<file path="src/rtl/segment_transition_ctrl_pkg.sv">
// rtl/segment_transition_ctrl_pkg.sv - shared constants and types for the segment transition controller
package segment_transition_ctrl_pkg;

    localparam logic [7:0] TRANSITION_MODE_SYNC_IDX  = 8'h00;
    localparam logic [7:0] TRANSITION_MODE_SYS_TIME  = 8'h01;
    localparam logic [7:0] TRANSITION_MODE_GPIO      = 8'h02;
    localparam logic [7:0] TRANSITION_MODE_IMMEDIATE = 8'hFF;

    localparam logic [15:0] REP_INFINITE = '1;

    // Latched segment field is wide enough for up to 256 segments.
    localparam int MAX_SEG_W = 8;

    typedef struct packed {
        logic [MAX_SEG_W-1:0] segment;
        logic [7:0]           mode;
        logic [63:0]          value;
    } seg_req_t;

    typedef enum logic {
        ST_RUN,
        ST_FINISHED
    } seg_state_t;

    function automatic logic mode_is_valid(input logic [7:0] mode);
        return (mode == TRANSITION_MODE_SYNC_IDX)  ||
               (mode == TRANSITION_MODE_SYS_TIME)  ||
               (mode == TRANSITION_MODE_GPIO)      ||
               (mode == TRANSITION_MODE_IMMEDIATE);
    endfunction

endpackage

</file>
<file path="src/rtl/segment_transition_ctrl_trigger_eval.sv">
// rtl/segment_transition_ctrl_trigger_eval.sv - evaluates the latched transition trigger each cycle
module segment_trigger_eval
    import segment_transition_ctrl_pkg::*;
#(
    parameter int GPIO_W = 4
) (
    input  logic              clk,
    input  logic              rst,
    input  logic [7:0]        mode,
    input  logic [63:0]       value,
    input  logic              idx_wrap,
    input  logic [63:0]       sys_time,
    input  logic [GPIO_W-1:0] gpio_in,
    input  logic              finished,
    output logic              fire
);

    localparam int GSEL_W = (GPIO_W > 1) ? $clog2(GPIO_W) : 1;

    logic [GPIO_W-1:0] gpio_prev_q;
    logic [GPIO_W-1:0] gpio_prev_d;
    logic [GPIO_W-1:0] gpio_rise;
    logic [GSEL_W-1:0] gpio_sel;

    always_comb begin
        gpio_prev_d = gpio_in;
        gpio_rise   = gpio_in & ~gpio_prev_q;
        gpio_sel    = value[GSEL_W-1:0];
        fire        = 1'b0;
        case (mode)
            // A finished segment has a halted index counter, so no wrap will come.
            TRANSITION_MODE_SYNC_IDX:  fire = idx_wrap | finished;
            TRANSITION_MODE_SYS_TIME:  fire = (sys_time >= value);
            TRANSITION_MODE_GPIO:      fire = gpio_rise[gpio_sel];
            TRANSITION_MODE_IMMEDIATE: fire = 1'b1;
            default:                   fire = 1'b0;
        endcase
    end

    always_ff @(posedge clk or posedge rst) begin
        if (rst) begin
            gpio_prev_q <= '0;
        end else begin
            gpio_prev_q <= gpio_prev_d;
        end
    end

endmodule

</file>
<file path="src/rtl/segment_transition_ctrl.sv">
// rtl/segment_transition_ctrl.sv - N-segment swap controller with triggered transitions and repeat counting
module segment_transition_ctrl
    import segment_transition_ctrl_pkg::*;
#(
    parameter int  NUM_SEGMENTS = 4,
    parameter int  REP_W        = $bits(REP_INFINITE),
    parameter int  GPIO_W       = 4,
    localparam int SEG_W        = $clog2(NUM_SEGMENTS)
) (
    input  logic                              CLK,
    input  logic                              RST,
    input  logic                              UPDATE,
    input  logic [SEG_W-1:0]                  REQ_RD_SEGMENT,
    input  logic [7:0]                        TRANSITION_MODE,
    input  logic [63:0]                       TRANSITION_VALUE,
    input  logic [NUM_SEGMENTS-1:0][REP_W-1:0] REP,
    input  logic [63:0]                       SYS_TIME,
    input  logic [GPIO_W-1:0]                 GPIO_IN,
    input  logic                              IDX_WRAP,
    output logic [SEG_W-1:0]                  SEGMENT,
    output logic                              STOP,
    output logic                              PENDING,
    output logic                              SWAP,
    output logic                              ERR
);

    seg_state_t       state_q, state_d;
    logic [SEG_W-1:0] segment_q, segment_d;
    logic             pending_q, pending_d;
    logic             swap_q, swap_d;
    logic             err_q, err_d;
    seg_req_t         req_q, req_d;
    logic [REP_W-1:0] loop_cnt_q, loop_cnt_d;

    logic             finished;
    logic             fire;
    logic             upd_ok;
    logic             pend_fire;
    logic [REP_W-1:0] rep_cur;

    assign finished = (state_q == ST_FINISHED);

    segment_trigger_eval #(
        .GPIO_W(GPIO_W)
    ) u_trigger_eval (
        .clk      (CLK),
        .rst      (RST),
        .mode     (req_q.mode),
        .value    (req_q.value),
        .idx_wrap (IDX_WRAP),
        .sys_time (SYS_TIME),
        .gpio_in  (GPIO_IN),
        .finished (finished),
        .fire     (fire)
    );

    always_comb begin
        state_d    = state_q;
        segment_d  = segment_q;
        pending_d  = pending_q;
        req_d      = req_q;
        loop_cnt_d = loop_cnt_q;
        swap_d     = 1'b0;
        rep_cur    = REP[segment_q];

        upd_ok    = UPDATE && mode_is_valid(TRANSITION_MODE) &&
                    (int'(REQ_RD_SEGMENT) < NUM_SEGMENTS);
        err_d     = UPDATE && !upd_ok;
        pend_fire = pending_q && fire && (int'(req_q.segment) < NUM_SEGMENTS);

        // A fresh request always beats a trigger of the older pending one.
        if (upd_ok) begin
            if (TRANSITION_MODE == TRANSITION_MODE_IMMEDIATE) begin
                segment_d = REQ_RD_SEGMENT;
                swap_d    = 1'b1;
                pending_d = 1'b0;
            end else begin
                req_d.segment = MAX_SEG_W'(REQ_RD_SEGMENT);
                req_d.mode    = TRANSITION_MODE;
                req_d.value   = TRANSITION_VALUE;
                pending_d     = 1'b1;
            end
        end else if (pend_fire) begin
            segment_d = req_q.segment[SEG_W-1:0];
            swap_d    = 1'b1;
            pending_d = 1'b0;
        end

        // REP is compared live; >= catches a budget lowered below the count.
        if (swap_d) begin
            state_d    = ST_RUN;
            loop_cnt_d = '0;
        end else if (state_q == ST_RUN && IDX_WRAP && !(&rep_cur)) begin
            if (loop_cnt_q >= rep_cur) begin
                state_d = ST_FINISHED;
            end else begin
                loop_cnt_d = loop_cnt_q + 1'b1;
            end
        end
    end

    always_ff @(posedge CLK or posedge RST) begin
        if (RST) begin
            state_q    <= ST_RUN;
            segment_q  <= '0;
            pending_q  <= 1'b0;
            swap_q     <= 1'b0;
            err_q      <= 1'b0;
            req_q      <= '0;
            loop_cnt_q <= '0;
        end else begin
            state_q    <= state_d;
            segment_q  <= segment_d;
            pending_q  <= pending_d;
            swap_q     <= swap_d;
            err_q      <= err_d;
            req_q      <= req_d;
            loop_cnt_q <= loop_cnt_d;
        end
    end

    assign SEGMENT = segment_q;
    assign STOP    = finished;
    assign PENDING = pending_q;
    assign SWAP    = swap_q;
    assign ERR     = err_q;

endmodule

</file>
<file path="config.mk">
export PLATFORM = sky130hd
export DESIGN_NAME = segment_transition_ctrl
export DESIGN_NICKNAME = d
export VERILOG_FILES = /design/src/rtl/segment_transition_ctrl_pkg.sv /design/src/rtl/segment_transition_ctrl_trigger_eval.sv /design/src/rtl/segment_transition_ctrl.sv
export SDC_FILE = /design/constraint.sdc
export NUM_CORES = 1
export LEC_CHECK = 0
export CAP_MARGIN = 10
export CORE_ASPECT_RATIO = 1.1
export CORE_MARGIN = 4
export CORE_UTILIZATION = 35
export DETAILED_ROUTE_END_ITERATION = 8
export GPL_TIMING_DRIVEN = 0
export SLEW_MARGIN = 10
export SYNTH_ARGS = -nofsm -noshare
export SYNTH_HDL_FRONTEND = slang
export SYNTH_HIERARCHICAL = 1
export SYNTH_SLANG_ARGS = --single-unit
</file>
<file path="constraint.sdc">
create_clock -name CLK -period 6 [get_ports CLK]
set_clock_uncertainty 0.1 [all_clocks]
set_input_delay 0.6 -clock CLK [delete_from_list [all_inputs] [get_ports CLK]]
set_output_delay 0.6 -clock CLK [all_outputs]
set_load 0.02 [all_outputs]
</file>
==> reports/qor.csv <==
stage,metric,value,unit
synthesis,"FFs w/ async S/R, synth",1.00,
cells_and_area,# fillers,1680,
worst_setup_path,CP Max Fanout,9,
clock_tree,clk sinks,100,
clock_tree,hold_buf cts,0,
clock_tree,total CTS buffers,9,
sta,Setup WS post-layout,2100,ps
synthesis,synthesized instance count,605,
synthesis,syn avg cell area,10.8,sq um
power_and_ir_drop,VDD IR max,0.000174,V
clock_tree,CTS tree,yes,
worst_setup_path,CP Cell Sequence,"clkdlybuf4s50_1, ha_1, a21oi_1, o21ai_0, a221oi_1, o2111ai_1, a2111oi_1, a31oi_1, and2_1, o21ai_1, inv_2, or4_1, nand2_1",
sta,Setup TNS Final,0,ps
sta,Worst Max-Slew Pin Slew,702,ps
clock_tree,Clock transition at path regs,70,ps
detailed_routing,Wirelength per Cell,16.9,um
worst_setup_path,family with the most delay on the worst path,compound AO/OA/AOI/OAI gates,
power_and_ir_drop,pwr/cell area,246,mW/mm^2
detailed_routing,# DRC,0,
synthesis,ys flop type,dfrtp_1,
status,status,"finished, final reports clean",
worst_setup_path,Arrival @ worst endpoint,4070,ps
detailed_routing,routed wire length,18300,um
hold_path,hold depth,1,
worst_setup_path,R2R Path Start,SEGMENT[0],
place,RD Place Congestion,0.806,
place,I/O Buffers,215,
clock_tree,H-tree levels,3,
worst_setup_path,Worst Setup Start Kind,input pin,
synthesis,synth warn,6,
cells_and_area,Layout area overhead,43.3,%
cells_and_area,most frequent cells in the layout,"clkdlybuf4s50_1 (215), dfrtp_1 (100), inv_1 (87), ha_1 (81), mux2_1 (68)",
clock_tree,worst-skew pair later-pin latency,340,ps
global_route,antenna violations before repair,0,
die,die area,0.0209,sq mm
sta,Final Max Tran Viols,0,
worst_setup_path,critical path type,input pin to register,
worst_setup_path,biggest cell delay along the critical path,530,ps
worst_setup_path,Worst R2R End,loop_cnt_q[12],
detailed_routing,Post-DRT Antenna Nets,0,
cells_and_area,share of layout cells above drive strength 1,0.0490,
sta,Tcrit/Tclk final,0.649,
synthesis,post-synth cell types,51,
place,hpwl dp,15300,um
place,dpl ws,1780,ps
detailed_routing,Detailed Routing Iterations Pass 1,6,
power_and_ir_drop,Pwr Total,2.30,mW
global_route,largest net degree at the start of global routing,54,
worst_setup_path,Worst setup endpoint,loop_cnt_q[13],
worst_setup_path,endpoint class of the critical path,register,
detailed_routing,vias per inst,5.06,
die,io pins,216,
sta,Slew HR,0.532,
cells_and_area,final core utilization,0.510,
cells_and_area,fin nets,1123,
detailed_routing,DRT iter0 DRCs,224,
sta,f_max,257,MHz
sta,setup violators final,0,
synthesis,Post-synth EDFFs,0,
sta,unrepaired setup endpoints after global routing,no,
synthesis,Yosys reg bits,100,
detailed_routing,routed vias,5469,
clock_tree,Post-CTS Repair Setup Buffers,0,
die,floorplan row count,52,
cells_and_area,most common library cell in the layout ignoring fill and taps,clkdlybuf4s50_1,
sta,min Tclk post-route,3900,ps
flow_run,Max-Cap Viols,0,
clock_tree,clk buf depth,2,
die,Core ar.,0.0183,sq mm
sta,Final Hold Vio Count,0,
place,Placed Cells,1064,
worst_setup_path,Critical Path RT,6180,ps
global_route,gr usage total,0.174,
die,starting density of the core,0.356,
synthesis,Mapped Nets,896,
worst_setup_path,Stages on worst setup path,13,
worst_setup_path,Reg2Reg Depth,12,
cells_and_area,Post-Layout Cell Count,1080,
global_route,total grt overflow,0,
global_route,vias in the first global route,5882,
clock_tree,CTS resizes,0,
synthesis,Synth Cell Area,0.00653,sq mm
cells_and_area,antenna cells,0,
clock_tree,Root Driver,clkbuf_16,
hold_path,worst hold-check path type,register to register,
global_route,global-route wire length before repair,29100,um
power_and_ir_drop,Lkg Pwr,4.17,nW
synthesis,post-synthesis sequential area ratio,0.383,
worst_setup_path,r2r setup slk,2250,ps
worst_setup_path,CP max-delay cell,or4_1,
die,Die Span X,138,um
worst_setup_path,worst path bufs/invs,2,
die,die height,151,um
worst_setup_path,Worst Setup SP,SYS_TIME[43],
-- power by group --
part | switching (mW) | internal, mW | total (mW)
Sequential | 0.0732 | 0.763 | 0.836
Combinational | 0.373 | 0.426 | 0.800
Clock | 0.257 | 0.409 | 0.665
-- metrics by stage --
| step | cell area, sq um | hold slack, ps |
|---|---|---|
| final | 9360 | 391 |
| after global routing | 9360 | 408 |
| after CTS | 9360 | 396 |
| after detailed placement | 9020 | 381 |
| after global placement | 8990 | 375 |
| after floorplan | 6530 | 266 |
-- logic make-up after synthesis --
logic type               after synthesis  share of synthesized area
XOR/XNOR                               2                    0.00268
AND/OR/NAND/NOR                      133                      0.115
buffers and inverters                106                     0.0665
flip-flops                           100                      0.383
adder cells (fa/ha/maj)               81                      0.155
multiplexers                          87                      0.181
AO/OA/AOI/OAI                         96                     0.0964
-- routing by layer --
metal,wire [um],GRT usage,vias to the layer above,share of wire
met1,7770,0.218,2628,0.43
met3,930,0.0338,27,0.051
met2,9120,0.299,154,0.50
met5,0,0,-,0
met4,438,0.0637,0,0.024
li1,-,-,2660,-
-- worst min-delay path by stage --
| stage | start | to | slack, ps |
|---|---|---|---|
| 2_1_floorplan | RST | u_trigger_eval/gpio_prev_q[0] | 270 |
| 3_3_place_gp | req_q[15] | req_q[15] | 370 |
| 3_5_place_dp | req_q[36] | req_q[36] | 380 |
| 4_1_cts | req_q[72] | req_q[72] | 400 |
| 5_1_grt | req_q[46] | req_q[46] | 410 |
| 6_report | req_q[8] | req_q[8] | 390 |
-- area by class of cell --
cell class	count	area (sq um)	share of cell area
well taps	243	304	0.0325
multi-input cells	399	3590	0.384
clock buffers	10	229	0.0245
clock inverters	6	111	0.0119
repair buffers	216	2180	0.233
inverters	89	337	0.0360
flip-flops and latches	100	2500	0.267
plain buffers	17	100	0.0107
-- flip-flops by register name, indices dropped and copies added, names as in the netlist --
register	flops
PENDING	1
req_q	74
ERR	1
SWAP	1
STOP	1
loop_cnt_q	16
SEGMENT	2
u_trigger_eval/gpio_prev_q	4
-- Yosys cell counts (3+ instances only) --
cell / n / area, sq um
dfrtp_1: 100 / 2500
inv_1: 88 / 330
ha_1: 81 / 1010
mux2_1: 68 / 766
a21oi_1: 36 / 180
nand2_1: 29 / 109
nand4_1: 22 / 138
nor2_1: 16 / 60.1
nand3_1: 14 / 70.1
a21o_1: 12 / 90.1
or4_1: 11 / 82.6
clkbuf_1: 10 / 37.5
o21ai_0: 10 / 50.1
mux4_2: 9 / 203
o21ai_1: 8 / 40.0
and2_1: 7 / 43.8
mux4_1: 7 / 184
o211ai_1: 6 / 45.0
or3_1: 6 / 37.5
and4_1: 5 / 43.8
a221oi_1: 4 / 35.0
and3_1: 4 / 25.0
buf_2: 4 / 20.0
nor3_1: 4 / 20.0
o21a_1: 4 / 30.0
o31ai_1: 4 / 30.0
mux2i_1: 3 / 30.0
nand2b_1: 3 / 18.8
Power figures use the tool's default switching activity.
